File: config.mk
export PLATFORM = sky130hd
export DESIGN_NAME = panda_compare_arbiter
export DESIGN_NICKNAME = d
export VERILOG_FILES = /design/src/rtl/panda_pkg.sv /design/src/rtl/panda_adder.sv /design/src/rtl/panda_comparator_sub.sv /design/src/rtl/panda_rr_arbiter.sv /design/src/rtl/panda_compare_arbiter.sv
export SDC_FILE = /design/constraint.sdc
export NUM_CORES = 1
export LEC_CHECK = 0
export CAP_MARGIN = 20
export CORE_UTILIZATION = 48
export CTS_CLUSTER_SIZE = 12
export DETAILED_ROUTE_END_ITERATION = 6
export PLACE_DENSITY = 0.88
export SYNTH_ARGS = -nofsm -noshare
export SYNTH_HDL_FRONTEND = slang
export SYNTH_SLANG_ARGS = --single-unit
File: constraint.sdc
create_clock -name clk_i -period 8 [get_ports clk_i]
set_clock_uncertainty 0.2 [all_clocks]
set_input_delay 2 -clock clk_i [delete_from_list [all_inputs] [get_ports clk_i]]
set_output_delay 2 -clock clk_i [all_outputs]
set_load 0.005 [all_outputs]
File: src/rtl/panda_pkg.sv
// Shared types and helpers for the panda compare datapath.
// Default sizes match the branch/ALU use: 32-bit operands, two requesters.
package panda_pkg;

  localparam int unsigned CmpWidth  = 32;
  localparam int unsigned CmpNumReq = 2;
  localparam int unsigned CmpIdW    = $clog2(CmpNumReq);

  typedef struct packed {
    logic [CmpWidth-1:0] op_a;
    logic [CmpWidth-1:0] op_b;
    logic                sign;
  } cmp_req_t;

  typedef struct packed {
    logic [CmpIdW-1:0]   id;
    logic [CmpWidth-1:0] diff;
    logic                equal;
    logic                less;
  } cmp_rsp_t;

  // When the operand MSBs differ the subtraction may overflow, so the
  // ordering comes from the MSBs alone; otherwise the difference sign is exact.
  function automatic logic cmp_less(input logic a_msb, input logic b_msb,
                                    input logic diff_msb, input logic sign);
    logic res;
    if (a_msb != b_msb) begin
      res = sign ? a_msb : b_msb;
    end else begin
      res = diff_msb;
    end
    return res;
  endfunction

endpackage

File: src/rtl/panda_adder.sv
// Width-bit adder/subtractor: sum = a + b, or a + ~b + 1 when subtracting.
module panda_adder #(
  parameter int unsigned Width = 32
) (
  input  logic [Width-1:0] a_i,
  input  logic [Width-1:0] b_i,
  input  logic             subtract_i,
  output logic [Width-1:0] sum_o
);

  logic [Width-1:0] b_eff;
  logic [Width-1:0] cin;

  always_comb begin
    b_eff = b_i ^ {Width{subtract_i}};
    cin   = {{(Width-1){1'b0}}, subtract_i};
    sum_o = a_i + b_eff + cin;
  end

endmodule

File: src/rtl/panda_comparator_sub.sv
// Derives equal/less flags from a subtraction result and the operand MSBs.
module panda_comparator_sub
  import panda_pkg::*;
#(
  parameter int unsigned Width = 32
) (
  input  logic             a_msb_i,
  input  logic             b_msb_i,
  input  logic [Width-1:0] diff_i,
  input  logic             sign_i,
  output logic             equal_o,
  output logic             less_o
);

  always_comb begin
    equal_o = (diff_i == '0);
    less_o  = cmp_less(a_msb_i, b_msb_i, diff_i[Width-1], sign_i);
  end

endmodule

File: src/rtl/panda_rr_arbiter.sv
// Combinational round-robin pick: first valid requester at or after ptr_i, wrapping.
module panda_rr_arbiter #(
  parameter  int unsigned NumReq = 2,
  localparam int unsigned IdW    = $clog2(NumReq)
) (
  input  logic [NumReq-1:0] valid_i,
  input  logic [IdW-1:0]    ptr_i,
  output logic [NumReq-1:0] gnt_o,
  output logic [IdW-1:0]    idx_o,
  output logic              any_o
);

  int unsigned r;

  always_comb begin
    gnt_o = '0;
    idx_o = '0;
    any_o = 1'b0;
    r     = 0;
    for (int unsigned off = 0; off < NumReq; off++) begin
      r = (32'(ptr_i) + off) % NumReq;
      if (!any_o && valid_i[r]) begin
        any_o    = 1'b1;
        gnt_o[r] = 1'b1;
        idx_o    = IdW'(r);
      end
    end
  end

endmodule

File: src/rtl/panda_compare_arbiter.sv
// Shares one subtract/compare datapath between NumReq requesters with round-robin
// arbitration and a single registered response slot under valid/ready flow control.
module panda_compare_arbiter
  import panda_pkg::*;
#(
  parameter  int unsigned Width  = CmpWidth,
  parameter  int unsigned NumReq = CmpNumReq,
  localparam int unsigned IdW    = $clog2(NumReq)
) (
  input  logic                         clk_i,
  input  logic                         rst_ni,
  input  logic [NumReq-1:0]            req_valid_i,
  output logic [NumReq-1:0]            req_ready_o,
  input  logic [NumReq-1:0][Width-1:0] req_op_a_i,
  input  logic [NumReq-1:0][Width-1:0] req_op_b_i,
  input  logic [NumReq-1:0]            req_sign_i,
  output logic                         rsp_valid_o,
  input  logic                         rsp_ready_i,
  output logic [IdW-1:0]               rsp_id_o,
  output logic [Width-1:0]             rsp_diff_o,
  output logic                         rsp_equal_o,
  output logic                         rsp_less_o
);

  typedef struct packed {
    logic [IdW-1:0]   id;
    logic [Width-1:0] diff;
    logic             equal;
    logic             less;
  } rsp_t;

  logic [IdW-1:0]    ptr_q, ptr_d;
  logic              rsp_valid_q, rsp_valid_d;
  rsp_t              rsp_q, rsp_d;

  logic [NumReq-1:0] gnt;
  logic [IdW-1:0]    win_idx;
  logic              win_any;
  logic              can_accept;
  logic              xfer;

  logic [Width-1:0]  op_a_sel, op_b_sel;
  logic              sign_sel;
  logic [Width-1:0]  diff;
  logic              equal, less;

  panda_rr_arbiter #(
    .NumReq(NumReq)
  ) u_arb (
    .valid_i(req_valid_i),
    .ptr_i  (ptr_q),
    .gnt_o  (gnt),
    .idx_o  (win_idx),
    .any_o  (win_any)
  );

  always_comb begin
    op_a_sel = req_op_a_i[win_idx];
    op_b_sel = req_op_b_i[win_idx];
    sign_sel = req_sign_i[win_idx];
  end

  panda_adder #(
    .Width(Width)
  ) u_adder (
    .a_i       (op_a_sel),
    .b_i       (op_b_sel),
    .subtract_i(1'b1),
    .sum_o     (diff)
  );

  panda_comparator_sub #(
    .Width(Width)
  ) u_cmp (
    .a_msb_i(op_a_sel[Width-1]),
    .b_msb_i(op_b_sel[Width-1]),
    .diff_i (diff),
    .sign_i (sign_sel),
    .equal_o(equal),
    .less_o (less)
  );

  // A draining slot can be refilled in the same cycle.
  always_comb begin
    can_accept  = !rsp_valid_q || rsp_ready_i;
    xfer        = can_accept && win_any;
    req_ready_o = gnt & {NumReq{can_accept && rst_ni}};

    ptr_d       = ptr_q;
    rsp_valid_d = rsp_valid_q;
    rsp_d       = rsp_q;

    if (xfer) begin
      rsp_valid_d = 1'b1;
      rsp_d.id    = win_idx;
      rsp_d.diff  = diff;
      rsp_d.equal = equal;
      rsp_d.less  = less;
      ptr_d       = (win_idx == IdW'(NumReq - 1)) ? '0 : win_idx + IdW'(1);
    end else if (rsp_ready_i) begin
      rsp_valid_d = 1'b0;
    end
  end

  always_ff @(posedge clk_i or negedge rst_ni) begin
    if (!rst_ni) begin
      ptr_q       <= '0;
      rsp_valid_q <= 1'b0;
      rsp_q       <= '0;
    end else begin
      ptr_q       <= ptr_d;
      rsp_valid_q <= rsp_valid_d;
      rsp_q       <= rsp_d;
    end
  end

  always_comb begin
    rsp_valid_o = rsp_valid_q;
    rsp_id_o    = rsp_q.id;
    rsp_diff_o  = rsp_q.diff;
    rsp_equal_o = rsp_q.equal;
    rsp_less_o  = rsp_q.less;
  end

endmodule

==> metrics.md <==
| Metric | Value |
|---|---|
| Post-CTS Resized | 0 |
| Seq pwr share | 25.7% |
| FF-to-FF setup slack | 3.30 ns |
| Hold depth | 2 |
| Initial Util | 50.3% |
| CP required | 8.00 ns |
| Worst-margin pin slew | 0.968 ns |
| Fin nets | 804 |
| Final WS setup | 1.50 ns |
| Clock Power Share | 12.6% |
| Final WL | 13000 um |
| Maximum VDD drop | 0.115 mV |
| Reg2reg end | rsp_equal_o |
| Row cnt | 33 |
| Worst min path class | reg2reg |
| Async set-reset flop share out of synthesis | 100% |
| Num CTS Buffers | 5 |
| CP endpoint | rsp_equal_o |
| Wire length per cell | 17.5 um |
| Detailed-route via count | 4497 |
| Layout cell share with drive strength beyond 1 | 11.0% |
| Worst hold margin | 0.285 ns |
| Worst path depth | 17 |
| FF-to-FF Start | ptr_q |
| Average cell area after synthesis | 8.68 sq um |
| Final Wtd Congestion | 0.879 |
| Vias in the first global route | 4372 |
| Final Max Slew Viols | 0 |
| Mapped Area | 4170 sq um |
| Crit path DAT | 6.50 ns |
| Critical path origin | req_valid_i[0] |
| Worst-path fanout max | 36 |
| Register area share after synthesis | 22.2% |
| Startpoint Class | input pin |
| Post-CTS Setup Repair Bufs | 0 |
| Bufs and invs on worst path | 4 |
| Remaining DRCs | 0 |
| P per Cell Area | 190 nW/um^2 |
| Net Count, Synth | 648 |
| Largest cells by area after synthesis | dfrtp_1 22%, mux2_2 13%, ha_1 9.3%, mux2i_1 7.4%, nand2_1 4.6% |
| Worst slew margin | 35.2% |
| Synthesized flop and latch total | 37 |
| Crit-path cells | clkdlybuf4s50_1 -> inv_1 -> o21ai_4 -> buf_4 -> mux2i_1 -> ha_1 -> inv_1 -> fa_1 -> a21o_1 -> a221oi_2 -> o21ai_1 -> a311o_1 -> a222oi_1 -> and4_1 -> and4_1 -> nand4_1 -> o31ai_1 |
| Top-count cell post-synth | nand2_1 |
| Status | completed |
| Drt pass-1 iters | 6 |
| H-Tree Depth | 2 |
| DRC marker count from the first detailed-route iteration | 180 |
| RSZ-0062 raised after global routing | no |
| Storage element area | 926 sq um |
| Fmax achieved | 154 MHz |
| Final setup vio count | 0 |
| Post-synth EDFFs | 0 |
| Core box area | 8300 sq um |
| Synthesized instance count | 481 |
| Pre-CTS WS | 1.23 ns |
| Pint | 696 uW |
| Worst r2r path cells | 15 |
| Final HPWL DP | 10600 um |
| Initial antenna violation count | 0 |
| Vias/cell | 6.05 |
| Largest net degree at the start of global routing | 53 |
| Comb power frac | 61.6% |
| Clock-pin slew on the worst setup and hold paths | 0.08 ns |
| Setup_tns | 0 ns |
| Worst Setup Path Type | in2reg |
| Top post-synthesis cells by count | 51 x nand2_1, 49 x mux2_2, 37 x dfrtp_1, 35 x o21ai_0 |
| Leak pwr | 2.54 nW |
| Final hold viol count | 0 |
| Min Clock Period, post-route | 6.50 ns |
| DIE WIDTH | 95.2 um |
| Synth Flop Type | dfrtp_1 |
| Total gr overflow | 0 |
| First-pass GRT wire length | 20700 um |
| Cell taking the most area after synthesis | dfrtp_1 |
| Sw frac | 39.2% |
| Num ports | 173 |
| Max incr delay on CP | 0.50 ns |
| Slowest-stage cell, CP | a221oi_2 |
| Antenna viol nets, final | 0 |
| Max-Cap Viols | 0 |
| Area grow syn2layout | 44.3% |
| Sw Pwr | 449 uW |
| Antenna cells | 0 |
| CP delay by family, top | compound AO/OA/AOI/OAI gates |
| Netlist cell types | 58 |
| Ys Warns | 0 |
| Worst Setup End Kind | flip-flop |
| IO Port Bufs | 172 |
| CTS tree | built |
| Clock Sinks | 37 |
| Hold_buf cts | 0 |
| Clk buf depth | 2 |
| Multi-input logic area | 3100 sq um |
| Insertion delay to the later sink of the worst-skew pair | 0.29 ns |
| Die H | 95.2 um |
| # fillers | 649 |
| Global Route Usage Sum | 29.1% |
| Period Utilization, post-route | 81.2% |
| Top cell type's share of synthesized area | 22.2% |
| Root Driver | clkbuf_8 |
| Die area | 9070 sq um |
-- layout by cell type, fill, tap and decap left out, drive strengths merged, types with 7 or more instances in the layout --
cell,count
mux2,49
inv,7
nand2,51
a21oi,25
nand4,14
a211oi,7
nor2,21
and4,7
o21ai,39
clkdlybuf4s50,171
xnor2,12
a21o,13
xor2,8
dfrtp,37
ha,31
or3,9
mux2i,31
nor3,9
nand3,9
-- tightest hold or removal path, delay by kind of cell (launching register included) --
kind	cells	cell delay (ns)
AOI/OAI and AO/OA	1	0.06
DFF	1	0.35
and+or+nand+nor	1	0.04
-- power by group through the flow --
stage          Combinational (mW)  Clock, mW  Sequential (mW)
2_1_floorplan               0.381          0            0.296
3_3_place_gp                0.685          0            0.293
3_5_place_dp                0.697          0            0.298
4_1_cts                     0.700      0.143            0.294
5_1_grt                     0.766      0.150            0.302
6_report                    0.705      0.145            0.295
-- metal layers --
metal / global-route usage, % / wire (um)
met5: 0 / 0
met4: 8.59 / 227
met3: 5.58 / 884
met2: 51.0 / 6490
met1: 35.8 / 5410
-- worst min-delay path by stage --
stage,start,end
detailed placement,rsp_diff_o[5],rsp_diff_o[5]
CTS,rsp_diff_o[5],rsp_diff_o[5]
floorplan,rsp_diff_o[5],rsp_diff_o[5]
finish,rsp_less_o,rsp_less_o
global route,rsp_diff_o[5],rsp_diff_o[5]
global placement,rsp_id_o,rsp_id_o
-- registers in the layout, indices dropped and copies added, names as in the netlist --
register     cells
rsp_diff_o      32
rsp_valid_o      1
rsp_equal_o      1
ptr_q            1
rsp_id_o         1
rsp_less_o       1
-- cell type report --
type	instances	share of cell area (%)
multi-input cells	411	51.5
repair buffers	175	28.9
flip-flops and latches	37	15.4
well taps	105	2.18
clock buffers	6	1.37
inverters	7	0.436
clock inverters	2	0.229
-- metrics by stage --
| stage | instances | utilization, % | area [sq um] | total power, mW |
|---|---|---|---|---|
| finish | 743 | 72.5 | 6020 | 1.14 |
| detailed placement | 735 | 71.4 | 5920 | 0.995 |
| floorplan | 481 | - | 4170 | 0.677 |
| global route | 743 | 72.5 | 6020 | 1.22 |
| CTS | 743 | 72.5 | 6020 | 1.14 |
| global placement | 735 | 71.4 | 5920 | 0.978 |
-- cells by family (layout without fill, tap and decap cells) --
group / after synthesis / in the layout / synth area share (%)
buf+inv: 33 / 190 / 3.81
flops: 37 / 37 / 22.2
simple gates: 146 / 146 / 18.0
fa+ha+maj: 32 / 32 / 9.78
mux: 80 / 80 / 20.7
compound gates: 133 / 133 / 21.4
xor+xnor: 20 / 20 / 4.20
Power figures use the tool's default switching activity.
